$ cat src/rtl/gray_sequencer.sv
// Gray-code sequencer: walks a binary index up or down, registers its Gray mapping
// alongside it, and streams each code over a valid/ready handshake.
module gray_sequencer #(
  parameter int WIDTH = 4
) (
  input  logic             clk,
  input  logic             rst_n,
  input  logic             start,
  input  logic             dir,
  input  logic             loop,
  input  logic             stop,
  input  logic             ready,
  output logic             valid,
  output logic [WIDTH-1:0] bin_out,
  output logic [WIDTH-1:0] gray_out,
  output logic             busy,
  output logic             done
);

  typedef enum logic [1:0] {IDLE, RUN, DONE} state_t;

  localparam logic [WIDTH-1:0] MAXV = '1;
  localparam logic [WIDTH-1:0] ZERO = '0;

  state_t           state_q, state_d;
  logic [WIDTH-1:0] bin_q, bin_d;
  logic [WIDTH-1:0] gray_q, gray_d;
  logic             valid_q, valid_d;
  logic             busy_q, busy_d;
  logic             done_q, done_d;
  logic             dir_q, dir_d;
  logic             loop_q, loop_d;
  logic             term;

  assign term = dir_q ? (bin_q == ZERO) : (bin_q == MAXV);

  always_comb begin
    state_d = state_q;
    bin_d   = bin_q;
    valid_d = valid_q;
    busy_d  = busy_q;
    done_d  = 1'b0;
    dir_d   = dir_q;
    loop_d  = loop_q;
    unique case (state_q)
      IDLE: begin
        if (start) begin
          state_d = RUN;
          bin_d   = dir ? MAXV : ZERO;
          dir_d   = dir;
          loop_d  = loop;
          valid_d = 1'b1;
          busy_d  = 1'b1;
        end
      end
      RUN: begin
        // Stop wins over everything; a coincident handshake still completed, we
        // simply issue nothing further and keep the last code visible.
        if (stop) begin
          state_d = IDLE;
          valid_d = 1'b0;
          busy_d  = 1'b0;
        end else if (valid_q && ready) begin
          if (!term) begin
            bin_d = dir_q ? (bin_q - 1'b1) : (bin_q + 1'b1);
          end else if (loop_q) begin
            bin_d = dir_q ? MAXV : ZERO;
          end else begin
            state_d = DONE;
            valid_d = 1'b0;
            busy_d  = 1'b0;
            done_d  = 1'b1;
          end
        end
      end
      DONE: state_d = IDLE;
      default: begin
        state_d = IDLE;
        valid_d = 1'b0;
        busy_d  = 1'b0;
      end
    endcase
    // Gray derived from the next binary so both registers update together.
    gray_d = bin_d ^ (bin_d >> 1);
  end

  always_ff @(posedge clk or negedge rst_n) begin
    if (!rst_n) begin
      state_q <= IDLE;
      bin_q   <= '0;
      gray_q  <= '0;
      valid_q <= 1'b0;
      busy_q  <= 1'b0;
      done_q  <= 1'b0;
      dir_q   <= 1'b0;
      loop_q  <= 1'b0;
    end else begin
      state_q <= state_d;
      bin_q   <= bin_d;
      gray_q  <= gray_d;
      valid_q <= valid_d;
      busy_q  <= busy_d;
      done_q  <= done_d;
      dir_q   <= dir_d;
      loop_q  <= loop_d;
    end
  end

  assign valid    = valid_q;
  assign bin_out  = bin_q;
  assign gray_out = gray_q;
  assign busy     = busy_q;
  assign done     = done_q;

endmodule

$ cat config.mk
export PLATFORM = sky130hd
export DESIGN_NAME = gray_sequencer
export DESIGN_NICKNAME = d
export VERILOG_FILES = /design/src/rtl/gray_sequencer.sv
export SDC_FILE = /design/constraint.sdc
export NUM_CORES = 1
export LEC_CHECK = 0
export CORE_ASPECT_RATIO = 0.9
export CORE_MARGIN = 2
export CORE_UTILIZATION = 45
export DETAILED_ROUTE_END_ITERATION = 10
export PLACE_DENSITY = 0.79
export SLEW_MARGIN = 30
export SYNTH_ARGS = -nofsm -noshare
export SYNTH_HDL_FRONTEND = slang
export SYNTH_SLANG_ARGS = --single-unit
export TNS_END_PERCENT = 20
$ cat constraint.sdc
create_clock -name clk -period 4.04 [get_ports clk]
set_clock_uncertainty 0.15 [all_clocks]
set_input_delay 0.404 -clock clk [delete_from_list [all_inputs] [get_ports clk]]
set_output_delay 0.404 -clock clk [all_outputs]
set_load 0.005 [all_outputs]
==> reports/results.ini, run 1 <==
[cells_and_area]
area_delta_synth_final_pct=23.4
fin_area_sq_mm=0.00107
antenna_cells=0
drive_gt1_share_pct=15.9
finalNetCount=118

[logic_synthesis]
yosys_warnings=0
synthAdderAreaFrac_pct=5.17
synth_flop_cell=dfrtp_1
post-synth-top-area-cell=dfrtp_1
synth_most_common_cell=dfrtp_1
synth_simple_gate_area_share_pct=19.8
synthesis.area_sq_um=871
synthTopCellsByCount=13 x dfrtp_1, 8 x nor2_1, 7 x a21oi_1, 6 x nand2_1
ys_top_cells_by_area=dfrtp_1 37%, a21oi_1 4.0%, nor2_1 3.4%
synth-edff-count=0
muxShareOfSynthArea_pct=2.44
synth_xor_area_share_pct=4.02
synth_top_family_by_area=compound AO/OA/AOI/OAI gates
ys_types=39
netlist.area_leader.share_pct=37.4
syn_area_per_cell_sq_um=9.68
ys_ff_latch=13
syn_inst=90
synth-seq-area-share_pct=37.4
ys_async_sr_fraction_pct=100
syn_nets=100
synth_compound_area_share_pct=26.3

[critical_path]
worstSetupPathType=reg -> reg
slowest_stage=dfrtp_1
r2r_end=gray_out[2]
r2r_cells=6
worstPathCellList=fa_1, xor2_1, a21oi_1, a31oi_1, o31ai_4, xnor2_1
cp.required_ns=4.08
critPathTopFamily=compound AO/OA/AOI/OAI gates
crit_cells=6
reg2reg_setup_slack_ns=1.83
cp-start-kind=register
worstSetupEndpointType=register
worstPathMaxFanout=9
crit_path_max_incr_delay_ns=0.51
reg2reg_from=bin_out[0]
critPathBufInv=0
worst_ep_arrival_time_ns=2.25

[drt]
drt-initial-drc-count=13
ant_nets=0
wl_per_cell_um=14.1
drt_wl_total_mm=1.86
drc=0
via_count=731
drt-pass1-iter-count=4
viasPerCell=5.54

[power]
p_leak_nw=0.466
power-per-cell-area_mw_per_mm2=558
ir_drop_uv=266
power_w=0.000600

[clocking]
cts_hold_buffers=0
cts_tree=done
path_clk_slew_ns=0.08
clock_path_buffers=2
cts_num_sinks=13
cts-root-buf=clkbuf_4
htree_levels=1
cts.repair.resized=0
cts_made_buffers=3
clk_latency_ns=0.27
cts_setup_buffers=0

[grt]
grt_use_total_pct=18.4
grt-ovfl-total=0
grt_max_degree=14
antenna_found_initial=0
first_global_vias=657
grt_pass1_wl_mm=3.07

[sta]
finalSetupViolations=0
report.final.slew_viol_count=0
slew_headroom_pct=61.9
max_slew.worst_pin.slew_ns=0.570
fmax_mhz=453
hold_violations=0
finalCritPeriodShare_pct=54.7
holdWs_ns=0.343
min_period_ns=2.21
rsz0062_at_grt=no
postLayoutSetupSlackWorst_ns=1.83
tns_ns=0

[floorplan]
die-area_sq_mm=0.00230
die_x_um=50.4
initial_core_util_pct=46.4
io_pins=18
die_y_um=45.7
fp-row-count=15
coreArea_sq_mm=0.00188

[placement]
place_congestion=0.919
placedInstanceArea_sq_mm=0.00105
dp_hpwl_mm=1.43
port_buffers=17
dp_slack_ns=1.68

[run_status]
status=completed

[job]
max-cap-violations=0

[worst_hold_path]
hp-class=in -> async

## flip-flops by register name, indices dropped and copies added, names as in the netlist
signal	cells
bin_out	4
busy	1
dir_q	1
done	1
gray_out	3
loop_q	1
state_q	2
## cell type report
cell class / instances / area [sq um]
multi-input combinational: 68 / 503
clock buffer: 4 / 26.3
sequential: 13 / 325
fill: 171 / 802
tap: 25 / 31.3
inverter: 5 / 18.8
timing repair buffer: 17 / 170
## per-stage QoR
stage	std cells	utilization [%]
after floorplan	90	-
after global placement	128	55.9
after detailed placement	128	55.9
after CTS	132	57.3
after global routing	132	57.3
final	132	57.3
## worst reg2reg max path, cell delays in order, from the launching register on
cell and delay, ns:
dfrtp_1 0.51, fa_1 0.48, xor2_1 0.16, a21oi_1 0.22
a31oi_1 0.18, o31ai_4 0.30, xnor2_1 0.14
## power by group
group           total, W  internal, W  switching [W]
Sequential      0.000232     0.000169      0.0000633
Clock          0.0000768    0.0000382      0.0000386
Combinational   0.000291     0.000160       0.000132
Total           0.000600     0.000366       0.000234
## per-layer routing
| metal | vias to the layer above | global-route usage, % | share of wire [%] |
|---|---|---|---|
| met5 | - | 0 | 0 |
| met4 | 0 | 1.62 | 0 |
| met3 | 0 | 5.92 | 5.5 |
| met2 | 25 | 28.2 | 48 |
| met1 | 352 | 26.6 | 46 |
| li1 | 354 | - | - |
## cells by family (layout without fill, tap and decap cells)
group | after synthesis | in the layout
simple gates | 30 | 30
xor+xnor | 4 | 4
buf+inv | 9 | 26
compound gates | 29 | 29
mux | 2 | 2
fa+ha+maj | 3 | 3
flops | 13 | 13
## layout by cell type, fill, tap and decap left out, types with 3 or more instances in the layout
master / instances
a21oi_1: 7
a31oi_1: 3
clkbuf_4: 3
clkdlybuf4s50_1: 17
dfrtp_1: 13
inv_1: 5
nand2_1: 6
nor2_1: 8
nor2b_1: 3
o21ai_0: 5
## how the worst max path moves through the flow
stage | slack, ns | from | to
after global routing | 1.67 | bin_out[0] | gray_out[1]
after detailed placement | 1.68 | ready | gray_out[1]
after CTS | 1.82 | bin_out[0] | gray_out[1]
after global placement | 1.74 | ready | gray_out[2]
after floorplan | 2.00 | bin_out[0] | gray_out[1]
final | 1.83 | bin_out[0] | gray_out[2]
No activity file was read; power rests on OpenSTA's default activity.
==> run 2, diff against run 1 <==
Clock period 4.04 ns to 2.3 ns, I/O delays scaled along.
==> run 2 against run 1 <==
Final area is 2.8% higher. Combinational power is 97% higher. Clock power is 80% higher. Critical endpoint unchanged. Largest cell class unchanged.
==> reports/results.ini, run 2 (synthesis results as in run 1) <==
[run_status]
status=completed  ; unchanged

[clocking]
clk_latency_ns=0.27  ; about the same
cts.repair.resized=0  ; unchanged
cts_num_sinks=13  ; unchanged
cts_tree=done  ; unchanged
clock_path_buffers=2  ; unchanged
cts_hold_buffers=0  ; unchanged
cts_setup_buffers=0  ; unchanged
cts_made_buffers=3  ; unchanged
cts-root-buf=clkbuf_4  ; unchanged
htree_levels=1  ; unchanged
path_clk_slew_ns=0.08  ; about the same

[drt]
drc=0  ; unchanged
drt-pass1-iter-count=4  ; unchanged
via_count=764  ; was 731
wl_per_cell_um=14.1  ; about the same
drt_wl_total_mm=1.92  ; was 1.86 mm
drt-initial-drc-count=10  ; was 13
ant_nets=0  ; unchanged
viasPerCell=5.62  ; was 5.54

[grt]
grt_max_degree=14  ; unchanged
grt_pass1_wl_mm=3.12  ; was 3.07 mm
grt_use_total_pct=18.5  ; was 18.4%
first_global_vias=715  ; was 657
grt-ovfl-total=0  ; unchanged
antenna_found_initial=0  ; unchanged

[placement]
dp_hpwl_mm=1.50  ; was 1.43 mm
port_buffers=17  ; unchanged
place_congestion=0.844  ; was 0.919

[sta]
min_period_ns=2.16  ; was 2.21 ns
report.final.slew_viol_count=0  ; unchanged
hold_violations=0  ; unchanged
rsz0062_at_grt=no  ; unchanged
slew_headroom_pct=63.4  ; was 61.9%
finalSetupViolations=0  ; unchanged
max_slew.worst_pin.slew_ns=0.547  ; was 0.570 ns
finalCritPeriodShare_pct=93.7  ; was 54.7%
tns_ns=0  ; unchanged
fmax_mhz=464  ; was 453 MHz

[floorplan]
coreArea_sq_mm=0.00188  ; unchanged
die_x_um=50.4  ; unchanged
io_pins=18  ; unchanged
die-area_sq_mm=0.00230  ; unchanged
initial_core_util_pct=46.4  ; unchanged
fp-row-count=15  ; unchanged
die_y_um=45.7  ; unchanged

[critical_path]
critPathBufInv=0  ; unchanged
worstSetupEndpointType=register  ; unchanged
cp-start-kind=register  ; unchanged
worstPathMaxFanout=7  ; was 9
cp.required_ns=2.31  ; was 4.08 ns
worst_ep_arrival_time_ns=2.17  ; was 2.25 ns
critPathTopFamily=simple AND/OR/NAND/NOR gates  ; was compound AO/OA/AOI/OAI gates
worstSetupPathType=reg -> reg  ; unchanged
crit_path_max_incr_delay_ns=0.47  ; was 0.51 ns
worstPathCellList=ha_1, and3_1, or3_1, nand3_2, nor3_2, a211oi_4, xnor2_1  ; was fa_1, xor2_1, a21oi_1, a31oi_1, o31ai_4, xnor2_1
slowest_stage=dfrtp_1  ; unchanged

[job]
max-cap-violations=0  ; unchanged

[cells_and_area]
largest_reg_flops=4  ; unchanged
area_delta_synth_final_pct=26.9  ; was 23.4%
final_common_cell=clkdlybuf4s50_1  ; unchanged
antenna_cells=0  ; unchanged
drive_gt1_share_pct=18.9  ; was 15.9%
finalNetCount=122  ; was 118
final_cell_mix=17 x clkdlybuf4s50_1, 13 x dfrtp_1, 8 x nor2_1, 7 x a21oi_1, 6 x nand2_1  ; unchanged

[power]
p_leak_nw=0.486  ; was 0.466 nW
power_w=0.00109  ; was 0.000600 W
ir_drop_uv=530  ; was 266 uV
power-per-cell-area_mw_per_mm2=985  ; was 558 mW/mm^2

[worst_hold_path]
hp-class=in -> async  ; unchanged

## run 2: where the power goes
part           internal [W]  leakage [nW]  total [W]  switching (W)
Clock             0.0000672        0.0150   0.000138      0.0000704
Combinational      0.000304         0.312   0.000573       0.000269
Sequential         0.000296         0.159   0.000377      0.0000809
Total              0.000668         0.486    0.00109       0.000420
## run 2: final timing paths
check	cells past startpoint	to	start	slack (ns)
max	7	gray_out[2]	dir_q	0.14
min	1	bin_out[3]	rst_n	0.15
max reg2reg	7	gray_out[2]	dir_q	0.14
min reg2reg	1	state_q[0]	state_q[1]	0.43
max in group asynchronous	1	done	rst_n	1.48
min in group clk	2	loop_q	loop	0.42
## run 2: routing by layer
| layer | wire [um] | share of wire, % | GRT usage [%] |
|---|---|---|---|
| met2 | 937 | 49 | 32.4 |
| met4 | 42 | 2.2 | 5.95 |
| met5 | 0 | 0 | 0 |
| met1 | 831 | 43 | 22.7 |
| met3 | 111 | 5.8 | 4.93 |
## run 2: per-stage QoR
step	setup slack, ns	cells	cell area (sq um)	utilization (%)	hold slack (ns)
after floorplan	0.257	90	871	-	-0.216
after global placement	0.0757	132	1080	57.5	0.417
after detailed placement	0.0841	132	1080	57.5	0.420
after CTS	0.134	136	1100	58.9	0.172
after global routing	0.0476	136	1100	58.9	0.205
final	0.144	136	1100	58.9	0.154
## run 2: final cells by class
cell class / instances / area, sq um
repair buffers: 21 / 200
fillers: 177 / 772
well taps: 25 / 31.3
multi-input cells: 68 / 503
inverters: 5 / 18.8
flip-flops and latches: 13 / 325
clock buffers: 4 / 26.3
